### src/rtl/apb_completer_regs_pkg.sv
// ============================================================================
// Module   : apb_pkg
// Brief    : Shared APB types and defaults for the requester/completer pair.
// Revision : 1.0
// ============================================================================
`default_nettype none

package apb_pkg;

    localparam int APB_ADDR_W = 8;
    localparam int APB_DATA_W = 32;

    typedef enum logic [1:0] {
        IDLE,
        SETUP,
        ACCESS
    } apb_req_state_e;

    typedef enum logic [0:0] {
        C_IDLE,
        C_ACCESS
    } apb_cmp_state_e;

endpackage

`default_nettype wire

### src/rtl/apb_completer_regs_if.sv
// ============================================================================
// Module   : apb_completer_regs_if
// Brief    : APB bus bundle with requester (master) and completer (slave) views.
// Revision : 1.0
// ============================================================================
`default_nettype none

interface apb_completer_regs_if
    import apb_pkg::*;
#(
    parameter int ADDR_W = APB_ADDR_W,
    parameter int DATA_W = APB_DATA_W
);
    logic              psel;
    logic              penable;
    logic              pwrite;
    logic [ADDR_W-1:0] paddr;
    logic [DATA_W-1:0] pwdata;
    logic              pready;
    logic [DATA_W-1:0] prdata;
    logic              pslverr;

    modport master (
        output psel, penable, pwrite, paddr, pwdata,
        input  pready, prdata, pslverr
    );

    modport slave (
        input  psel, penable, pwrite, paddr, pwdata,
        output pready, prdata, pslverr
    );
endinterface

`default_nettype wire

### src/rtl/apb_completer_regs_regbank.sv
// ============================================================================
// Module   : apb_regbank
// Brief    : NUM_REGS x DATA_W register file, one write port, async read.
// Revision : 1.0
// ============================================================================
`default_nettype none

module apb_regbank
    import apb_pkg::*;
#(
    parameter int NUM_REGS = 4,
    parameter int DATA_W   = APB_DATA_W,
    parameter int IDX_W    = (NUM_REGS > 1) ? $clog2(NUM_REGS) : 1
) (
    input  wire logic                       clk,
    input  wire logic                       resetn,
    input  wire logic                       we,
    input  wire logic [IDX_W-1:0]           idx,
    input  wire logic [DATA_W-1:0]          wdata,
    output logic      [DATA_W-1:0]          rdata,
    output logic      [NUM_REGS*DATA_W-1:0] regs_flat
);

    logic [DATA_W-1:0] r_regs [NUM_REGS];

    always_ff @(posedge clk or negedge resetn) begin
        if (!resetn) begin
            for (int i = 0; i < NUM_REGS; i++) begin
                r_regs[i] <= '0;
            end
        end else if (we) begin
            r_regs[idx] <= wdata;
        end
    end

    assign rdata = r_regs[idx];

    for (genvar gi = 0; gi < NUM_REGS; gi++) begin : g_flat
        assign regs_flat[gi*DATA_W +: DATA_W] = r_regs[gi];
    end

endmodule

`default_nettype wire

### src/rtl/apb_completer_regs.sv
// ============================================================================
// Module   : apb_completer_regs
// Brief    : APB completer with wait-state insertion, address decode and a
//            sticky requester protocol-violation flag, backed by apb_regbank.
// Revision : 1.0
// ============================================================================
`default_nettype none

module apb_completer_regs
    import apb_pkg::*;
#(
    parameter int ADDR_W      = APB_ADDR_W,
    parameter int DATA_W      = APB_DATA_W,
    parameter int NUM_REGS    = 4,
    parameter int WAIT_CYCLES = 1
) (
    input  wire logic                       clk,
    input  wire logic                       resetn,
    apb_completer_regs_if.slave             bus,
    output logic      [NUM_REGS*DATA_W-1:0] regs_flat,
    output logic                            proto_err
);

    localparam int IDX_W = (NUM_REGS > 1) ? $clog2(NUM_REGS) : 1;
    localparam int CNT_W = (WAIT_CYCLES > 0) ? $clog2(WAIT_CYCLES + 1) : 1;
    localparam logic [CNT_W-1:0] c_WAIT = CNT_W'(WAIT_CYCLES);

    apb_cmp_state_e     r_state;
    apb_cmp_state_e     w_state_nxt;
    logic [CNT_W-1:0]   r_wait_cnt;
    logic [CNT_W-1:0]   w_wait_cnt_nxt;
    logic               r_proto_err;
    logic               w_proto_err_nxt;

    logic [ADDR_W-3:0]  w_word;
    logic [IDX_W-1:0]   w_idx;
    logic               w_err;
    logic               w_pready;
    logic               w_access;
    logic               w_we;
    logic [DATA_W-1:0]  w_rdata;

    assign w_word   = bus.paddr[ADDR_W-1:2];
    assign w_idx    = w_word[IDX_W-1:0];
    assign w_err    = (bus.paddr[1:0] != 2'b00) || (int'(w_word) >= NUM_REGS);
    assign w_access = bus.psel && bus.penable;
    assign w_pready = (r_state == C_ACCESS) && (r_wait_cnt == c_WAIT);

    // Commit only on a genuine completing cycle; an abort on that cycle must not write.
    assign w_we = w_pready && w_access && bus.pwrite && !w_err;

    always_ff @(posedge clk or negedge resetn) begin
        if (!resetn) begin
            r_state     <= C_IDLE;
            r_wait_cnt  <= '0;
            r_proto_err <= 1'b0;
        end else begin
            r_state     <= w_state_nxt;
            r_wait_cnt  <= w_wait_cnt_nxt;
            r_proto_err <= w_proto_err_nxt;
        end
    end

    always_comb begin
        w_state_nxt     = r_state;
        w_wait_cnt_nxt  = r_wait_cnt;
        w_proto_err_nxt = r_proto_err;
        unique case (r_state)
            C_IDLE: begin
                if (bus.psel && !bus.penable) begin
                    w_state_nxt    = C_ACCESS;
                    w_wait_cnt_nxt = '0;
                end else if (w_access) begin
                    w_proto_err_nxt = 1'b1;
                end
            end
            C_ACCESS: begin
                if (w_access) begin
                    if (w_pready) begin
                        w_state_nxt = C_IDLE;
                    end else begin
                        w_wait_cnt_nxt = r_wait_cnt + CNT_W'(1);
                    end
                end else begin
                    w_state_nxt     = C_IDLE;
                    w_proto_err_nxt = 1'b1;
                end
            end
            default: begin
                w_state_nxt = C_IDLE;
            end
        endcase
    end

    apb_regbank #(
        .NUM_REGS (NUM_REGS),
        .DATA_W   (DATA_W),
        .IDX_W    (IDX_W)
    ) u_regbank (
        .clk       (clk),
        .resetn    (resetn),
        .we        (w_we),
        .idx       (w_idx),
        .wdata     (bus.pwdata),
        .rdata     (w_rdata),
        .regs_flat (regs_flat)
    );

    assign bus.pready  = w_pready;
    assign bus.pslverr = w_pready && w_err;
    assign bus.prdata  = (w_pready && !bus.pwrite && !w_err) ? w_rdata : '0;
    assign proto_err   = r_proto_err;

endmodule

`default_nettype wire

### src/flat_wrapper.sv
// flat-port wrapper written by rule: the top's interface ports become plain ports
module apb_completer_regs_flat import apb_pkg::*;
#(
    parameter int ADDR_W      = APB_ADDR_W,
    parameter int DATA_W      = APB_DATA_W,
    parameter int NUM_REGS    = 4,
    parameter int WAIT_CYCLES = 1
)
  (clk, resetn, regs_flat, proto_err, bus_psel, bus_penable, bus_pwrite, bus_paddr, bus_pwdata, bus_pready, bus_prdata, bus_pslverr);
  apb_completer_regs_if #(.ADDR_W(ADDR_W), .DATA_W(DATA_W)) bus_i ();
  input  wire logic clk;
  input  wire logic resetn;
  output logic      [NUM_REGS*DATA_W-1:0] regs_flat;
  output logic proto_err;
  input wire logic [$bits(bus_i.psel)-1:0] bus_psel;
  input wire logic [$bits(bus_i.penable)-1:0] bus_penable;
  input wire logic [$bits(bus_i.pwrite)-1:0] bus_pwrite;
  input wire logic [$bits(bus_i.paddr)-1:0] bus_paddr;
  input wire logic [$bits(bus_i.pwdata)-1:0] bus_pwdata;
  output wire logic [$bits(bus_i.pready)-1:0] bus_pready;
  output wire logic [$bits(bus_i.prdata)-1:0] bus_prdata;
  output wire logic [$bits(bus_i.pslverr)-1:0] bus_pslverr;
  assign bus_i.psel = bus_psel;
  assign bus_i.penable = bus_penable;
  assign bus_i.pwrite = bus_pwrite;
  assign bus_i.paddr = bus_paddr;
  assign bus_i.pwdata = bus_pwdata;
  assign bus_pready = bus_i.pready;
  assign bus_prdata = bus_i.prdata;
  assign bus_pslverr = bus_i.pslverr;
  apb_completer_regs #(.ADDR_W(ADDR_W), .DATA_W(DATA_W), .NUM_REGS(NUM_REGS), .WAIT_CYCLES(WAIT_CYCLES)) u_core (.clk(clk), .resetn(resetn), .bus(bus_i), .regs_flat(regs_flat), .proto_err(proto_err));
endmodule
### config.mk
export PLATFORM = sky130hd
export DESIGN_NAME = apb_completer_regs_flat
export DESIGN_NICKNAME = d
export VERILOG_FILES = /design/src/rtl/apb_completer_regs_pkg.sv /design/src/rtl/apb_completer_regs_if.sv /design/src/rtl/apb_completer_regs_regbank.sv /design/src/rtl/apb_completer_regs.sv /design/src/flat_wrapper.sv
export SDC_FILE = /design/constraint.sdc
export NUM_CORES = 1
export LEC_CHECK = 0
export ABC_AREA = 0
export BUFFER_PORTS_ARGS = -buffer_cell sky130_fd_sc_hd__buf_4
export CORE_ASPECT_RATIO = 1.2
export CORE_MARGIN = 3
export CORE_UTILIZATION = 35
export CTS_BUF_LIST = sky130_fd_sc_hd__clkbuf_8
export DETAILED_ROUTE_END_ITERATION = 12
export PLACE_DENSITY = 0.62
export RECOVER_POWER = 25
export SYNTH_ARGS = -nofsm -noshare
export SYNTH_HDL_FRONTEND = slang
export SYNTH_SLANG_ARGS = --single-unit
export TNS_END_PERCENT = 100
### constraint.sdc
create_clock -name clk -period 2.3 [get_ports clk]
set_clock_uncertainty 0.15 [all_clocks]
set_input_delay 0 -clock clk [delete_from_list [all_inputs] [get_ports clk]]
set_output_delay 0 -clock clk [all_outputs]
set_load 0.005 [all_outputs]
==> summary.md, run 1 <==
| Metric | Value |
|---|---|
| Seq/Total Area, Yosys | around 54% |
| Worst path required time | 2.46 ns |
| Initial Util | a little over a third |
| Final Setup Violations | 26 |
| Outcome | complete, but fails checks |
| Clock Path Buffers | 2 |
| Htree depth | 4 |
| Final hold viol count | 0 |
| Vias after detailed routing | 4339 |
| Die width | 127 um |
| Slowest CP cell | or4bb_4 |
| Largest stage delay on the critical path | 0.54 ns |
| Overflow after GRT | 0 |
| DRC viols | 0 |
| Wire length per cell | 20.5 um |
| Syn-to-layout area delta | 47.2% |
| Maximum vdd drop | 0.000280 V |
| PortBufs | 207 |
| EDFF count, synth | 0 |
| Final Non-Filler Cells | 867 |
| CP Launch Type | register |
| CP Cell Sequence | or4bb_4 -> buf_4 -> nor4_4 -> buf_4 -> buf_6 -> mux2_2 |
| CTS Buf Count | 17 |
| Flops & latches, synth | 131 |
| DP HPWL | around 11 mm |
| Worst skew pair latency | 0.43 ns |
| Leakage | roughly 0.0045 uW |
| Share of cells above drive strength 1 | 66.7% |
| # fillers | 1467 |
| Drt first-iter violations | 194 |
| Vias in the first global route | 4644 |
| Crit path time final | ~2.3 ns |
| Core Util, Final | 53.0% |
| Arr. time, crit path | ~2.5 ns |
| First-pass GRT wire length | 25.8 mm |
| Router iterations before antenna repair | 6 |
| Pre-CTS WS | 0.0668 ns |
| CTS Sinks | 131 |
| FMAX | 427 MHz |
| Worst rel slew slack | -19.3% |
| Synth async-reset ratio | 100% |
| Mapped Cells | 371 |
| TritonCTS clock tree | built |
| CP most frequent cell | buf_4 |
| Setup ws final | -0.0413 ns |
| Final #Nets | 685 |
| Largest net degree at the start of global routing | 132 |
| # IOs | 208 |
| Slew @ Worst Pin | 1.79 ns |
| Failing checks | capacitance limit, slew limit, setup timing |
| Final number of max-transition violations | around 130 |
| Routed Antenna Nets | 0 |
| Cell variety after synth | 28 |
| # diodes | 0 |
| Crit end category | register |
| Post-Syn Area | 6110 um2 |
| WS Path Type | register to register |
| Core Area | roughly 17000 um2 |
| Final clock period utilization by the worst path | 102% |
| CTS clock-pin slew for the worst setup and hold paths | 0.07 ns |
| DIE HEIGHT | 151 um |
| GPL Wtd Cong | 0.769 |
| Worst min path class | primary input to register |
| Full die area | 19100 um2 |
| Clk Tree Root Cell | clkbuf_8 |
| Mapped Nets | 417 |
| Vias per std cell | 5.00 |
| YS warnings | 0 |
| Crit Path Max Fanout | 12 |
| Dpl cells | between 700 and 800 |
| Final wirelength | 17.8 mm |
| RSZ-0062 raised after global routing | true |
| Initial antenna violation count | 0 |
| Standard-cell rows | 52 |
| Most used DFF post-synth | dfrtp_1 |
| Fin Hold WS | approximately 0.19 ns |
| Syn_area_per_cell | 16.5 um2 |
| PwrDens | 506 nW/um2 |
| MaxCap Viol Count | 1 |
| Total GRT Usage | 17.5% |
cells in the mapped netlist (2+ instances only):
cell / n / share of area [%]
buf_1: 3 / 0.18
buf_6: 12 / 2.2
clkbuf_1: 7 / 0.43
dfrtp_1: 131 / 54
inv_1: 3 / 0.18
mux2_1: 12 / 2.2
mux2_2: 96 / 18
mux2_4: 20 / 4.9
mux4_2: 32 / 12
nand2_1: 2 / 0.12
nor2_1: 2 / 0.12
nor2b_1: 32 / 3.3
nor4_4: 4 / 1.4
cells in the final DEF, fill, tap and decap left out, types with 4 or more instances in the layout:
cell type | netlist | final
mux2_2 | 96 | 96
buf_6 | 12 | 6
nor4_4 | 4 | 4
clkbuf_8 | 0 | 21
dfrtp_1 | 131 | 131
nor2b_1 | 32 | 20
buf_4 | 1 | 214
mux2_1 | 12 | 12
dlygate4sd3_1 | 0 | 36
inv_1 | 3 | 4
nor2b_2 | 0 | 11
mux4_2 | 32 | 32
mux2_4 | 20 | 20
buf_12 | 0 | 8
clkinv_2 | 0 | 4
clkbuf_16 | 0 | 5
final timing paths:
path	from	endpoint	slack, ns	depth (start not counted)
max in group asynchronous	resetn	u_core.u_regbank.regs_flat[2]	0.33	3
worst max register to register	u_core.r_wait_cnt	u_core.u_regbank.regs_flat[124]	-0.04	6
worst min-delay path	bus_pwdata[0]	u_core.u_regbank.regs_flat[64]	0.19	3
worst max-delay path	u_core.r_wait_cnt	u_core.u_regbank.regs_flat[124]	-0.04	6
worst min register to register	u_core.proto_err	u_core.proto_err	0.35	1
min in group asynchronous	resetn	u_core.u_regbank.regs_flat[114]	0.55	3
layer usage:
metal,up-vias,GRT usage [%],wire (um)
met5,-,0,0
met4,0,6.44,270
met3,18,4.20,978
met2,152,29.9,9300
met1,2262,21.5,7230
li1,1907,-,-
repair_timing:
item	CTS	global route
gates resized for setup	12	27
cloned	0	7
endpoints found under the setup margin	32	160
buffers inserted	2	5
pin swaps	1	2
hold buffers	36	0
endpoints found under the hold margin	262	0
sequential cells by signal (all words and copies together) (netlist names):
| register | count |
|---|---|
| u_core.u_regbank.regs_flat | 128 |
| u_core.proto_err | 1 |
| u_core.r_state | 1 |
| u_core.r_wait_cnt | 1 |
kinds of logic after synthesis:
kind of cell,Yosys count,share of synthesized area [%]
buf+inv,27,3.21
mux,160,36.6
compound gates,5,0.552
simple gates,47,5.83
flops,131,53.6
fa+ha+maj,1,0.205
power breakdown:
part | internal, uW | total [uW] | switching [uW] | leakage, uW
logic | 150 | 300 | 150 | 0.00249
clock network | 1060 | 1930 | 870 | 0.000205
registers | 2310 | 2320 | 7.24 | 0.00182
area by class of cell:
class / count / area (um2) / share of cell area (%)
flip-flops and latches: 131 / 3280 / 36.4
multi-input cells: 213 / 2680 / 29.8
repair buffers: 273 / 2360 / 26.3
clock buffers: 21 / 289 / 3.21
well taps: 216 / 270 / 3.00
clock inverters: 10 / 108 / 1.20
inverters: 3 / 11.3 / 0.125
critical path: cells and delay by family, from the launching register on:
| family | cells | cell delay (ns) |
|---|---|---|
| mux | 1 | 0.36 |
| simple gates | 2 | 0.79 |
| flops | 1 | 0.35 |
| buf+inv | 3 | 0.56 |
per-stage QoR:
stage	power, uW	instance area, um2	setup TNS [ns]
6_report	4550	9000	-0.502
2_1_floorplan	2440	6110	0
3_5_place_dp	2620	7940	0
5_1_grt	4750	9000	-7.60
4_1_cts	4620	8750	-0.496
3_3_place_gp	2610	7940	0
No activity file was read; power rests on OpenSTA's default activity.
==> run 2: changes to the inputs <==
Settings changed: PLACE_DENSITY 0.62 to 0.6.
Clock period 2.3 ns to 2.2 ns, I/O delays scaled along.
==> run 2 against run 1 <==
  * The flow finishes with violations (setup timing)
  * Utilization increased by 1.1 points
  * First-iteration DRC count grew 2.6%
  * Clock power up 21%
  * Non-clock buffer count is 9 higher
  * Combinational power is 9.0% higher
  * Sequential share of layout area fell by 0.76 points
  * Total power is 12% higher
  * Critical endpoint is now bus_prdata[27]
  * Largest cell class unchanged
==> summary.md, run 2 (synthesis gave the netlist of run 1 again) <==
| Metric | Value |
|---|---|
| Final number of max-transition violations | 0 (-100%) |
| Vias in the first global route | 4506 (-3.0%) |
| Slew @ Worst Pin | 0.512 ns (-1.28 ns) |
| Vias per std cell | 4.97 (-0.64%) |
| Share of cells above drive strength 1 | 66.0% (-0.71 points) |
| Reg power frac | 47.7% (-3.3 points) |
| Final wirelength | 18.8 mm (+5.8%) |
| CP Launch Type | register |
| Largest register FFs | 128 (unchanged) |
| Syn-to-layout area delta | 50.3% |
| Worst path required time | 2.05 ns (-0.41 ns) |
| Wire length per cell | 21.4 um (+4.6%) |
| Worst skew pair latency | 0.44 ns (about the same) |
| Fin Hold WS | 0.199 ns (+0.00451 ns) |
| TritonCTS clock tree | built |
| Standard-cell rows | 52 (unchanged) |
| Crit Path Max Fanout | 19 (+7) |
| DIE HEIGHT | 151 um (unchanged) |
| Drt first-iter violations | 199 (+2.6%) |
| Final hold viol count | 0 (unchanged) |
| CTS clock-pin slew for the worst setup and hold paths | 0.07 ns (about the same) |
| Core Area | 17000 um2 (unchanged) |
| Switch share | 22.2% (-0.32 points) |
| # diodes | 0 (unchanged) |
| GPL Wtd Cong | 0.757 (-1.5%) |
| WS Path Type | register to output port |
| Dpl cells | 789 (+0.38%) |
| DRC viols | 0 (unchanged) |
| Worst min path class | primary input to register |
| Overflow after GRT | 0 (unchanged) |
| RSZ-0062 raised after global routing | true |
| First-pass GRT wire length | 26.7 mm (+3.2%) |
| FMAX | 429 MHz |
| Most frequent cells in the layout | buf_4 (148), dfrtp_1 (131), mux2_2 (96) |
| Maximum vdd drop | 0.000282 V (+0.61%) |
| Final Setup Violations | 105 (+300%) |
| Setup ws final | -0.132 ns (-0.0908 ns) |
| Die width | 127 um (unchanged) |
| CTS Sinks | 131 (unchanged) |
| Router iterations before antenna repair | 4 (-2) |
| Arr. time, crit path | 2.18 ns (-0.33 ns) |
| Clock Path Buffers | 2 (unchanged) |
| Initial antenna violation count | 0 (unchanged) |
| Leakage | 0.00454 uW (+0.35%) |
| Htree depth | 4 (unchanged) |
| Crit path time final | 2.33 ns |
| MaxCap Viol Count | 0 (-1) |
| PwrDens | 553 nW/um2 (+9.4%) |
| Post-route cell area | 9190 um2 (+2.1%) |
| Routed Antenna Nets | 0 (unchanged) |
| Outcome | complete, but fails checks |
| CTS Buf Count | 17 (unchanged) |
| Crit end category | output port |
| Final #Nets | 694 (+1.3%) |
| Clock share of power | 45.9% (+3.5 points) |
| Post-place instance area | 7990 um2 (+0.65%) |
| Failing checks | setup timing |
| Final clock period utilization by the worst path | 106% |
| Final Non-Filler Cells | 877 (+1.2%) |
| Vias after detailed routing | 4361 (+0.51%) |
| Worst rel slew slack | 65.9% (+85 points) |
| Comb power frac | 6.4% (-0.2 points) |
| Full die area | 19100 um2 (unchanged) |
| PortBufs | 207 (unchanged) |
| Largest net degree at the start of global routing | 56 (-58%) |
| Initial Util | 36.0% (unchanged) |
| DP HPWL | 12.0 mm (+5.0%) |
| Clk Tree Root Cell | clkbuf_8 |
| P_int | 3950 uW (+12%) |
| Total GRT Usage | 18.3% (+0.85 points) |
| Commonest non-fill, non-tap cell in the layout | buf_4 |
| Final TNS setup | -7.55 ns (-7.05 ns) |
| # IOs | 208 (unchanged) |
| Switching pwr | 1130 uW (+10%) |
## run 2: cell count changes in the layout (fill, tap and decap cells not counted)
cell           change
bufinv_16          +3
clkinv_4           +1
clkbuf_16          +2
clkbuf_1           +7
buf_4             -66
clkbuf_4          +58
nor2b_4            +4
clkinv_2           -2
clkinvlp_4         +2
clkbuf_8           -3
nor2b_2            -4
buf_6              +6
buf_8              +1
dlygate4sd3_1      +1
## run 2: timing repair
action | 4_1_cts | 5_1_grt
cloned | 1 | 11
buffers inserted | 3 | 4
gates resized for setup | 15 | 24
hold buffers | 37 | 0
pin swaps | 4 | 2
endpoints found under the hold margin | 262 | 0
endpoints found under the setup margin | 62 | 160
## run 2: path summary, 6_finish.rpt
path | slack (ns) | cells after the start | end | start
worst max-delay path | -0.13 | 5 | bus_prdata[27] | u_core.r_wait_cnt
worst min-delay path | 0.20 | 3 | u_core.u_regbank.regs_flat[95] | bus_pwdata[31]
worst max register to register | -0.12 | 6 | u_core.u_regbank.regs_flat[1] | u_core.r_wait_cnt
worst min register to register | 0.35 | 1 | u_core.proto_err | u_core.proto_err
max in group asynchronous | 0.71 | 4 | u_core.u_regbank.regs_flat[42] | resetn
min in group asynchronous | 0.45 | 3 | u_core.u_regbank.regs_flat[14] | resetn
## run 2: metrics by stage
stage / power (uW) / setup WS [ns] / utilization (%)
2_1_floorplan: 2550 / 0.0274 / -
3_3_place_gp: 2740 / 0.0173 / 47.0
3_5_place_dp: 2740 / -0.0244 / 47.0
4_1_cts: 5140 / -0.126 / 52.4
5_1_grt: 5280 / -0.197 / 54.1
6_report: 5090 / -0.132 / 54.1
## run 2: power by group through the flow
stage	Sequential, uW	Combinational, uW	Clock, uW
final	2420	327	2330
after global routing	2430	359	2500
after CTS	2420	329	2390
after detailed placement	2470	273	0
after global placement	2470	269	0
after floorplan	2470	81.3	0
## run 2: critical path: stages (launching register included)
cell     delay (ns)
dfrtp_1        0.35
or4bb_4        0.54
or3_4          0.38
buf_12         0.18
nor2b_2        0.15
buf_4          0.13
## run 2: layout make-up
class | count | area (um2)
tap | 216 | 270
fill | 1420 | 7790
sequential | 131 | 3280
clock inverter | 14 | 211
clock buffer | 18 | 248
multi-input combinational | 213 | 2700
timing repair buffer | 282 | 2470
inverter | 3 | 11.3
## run 2: layer usage
| metal | global-route usage, % | routed length [um] |
|---|---|---|
| met5 | 0 | 0 |
| met4 | 5.53 | 326 |
| met3 | 4.34 | 1160 |
| met2 | 30.2 | 9360 |
| met1 | 24.1 | 7970 |
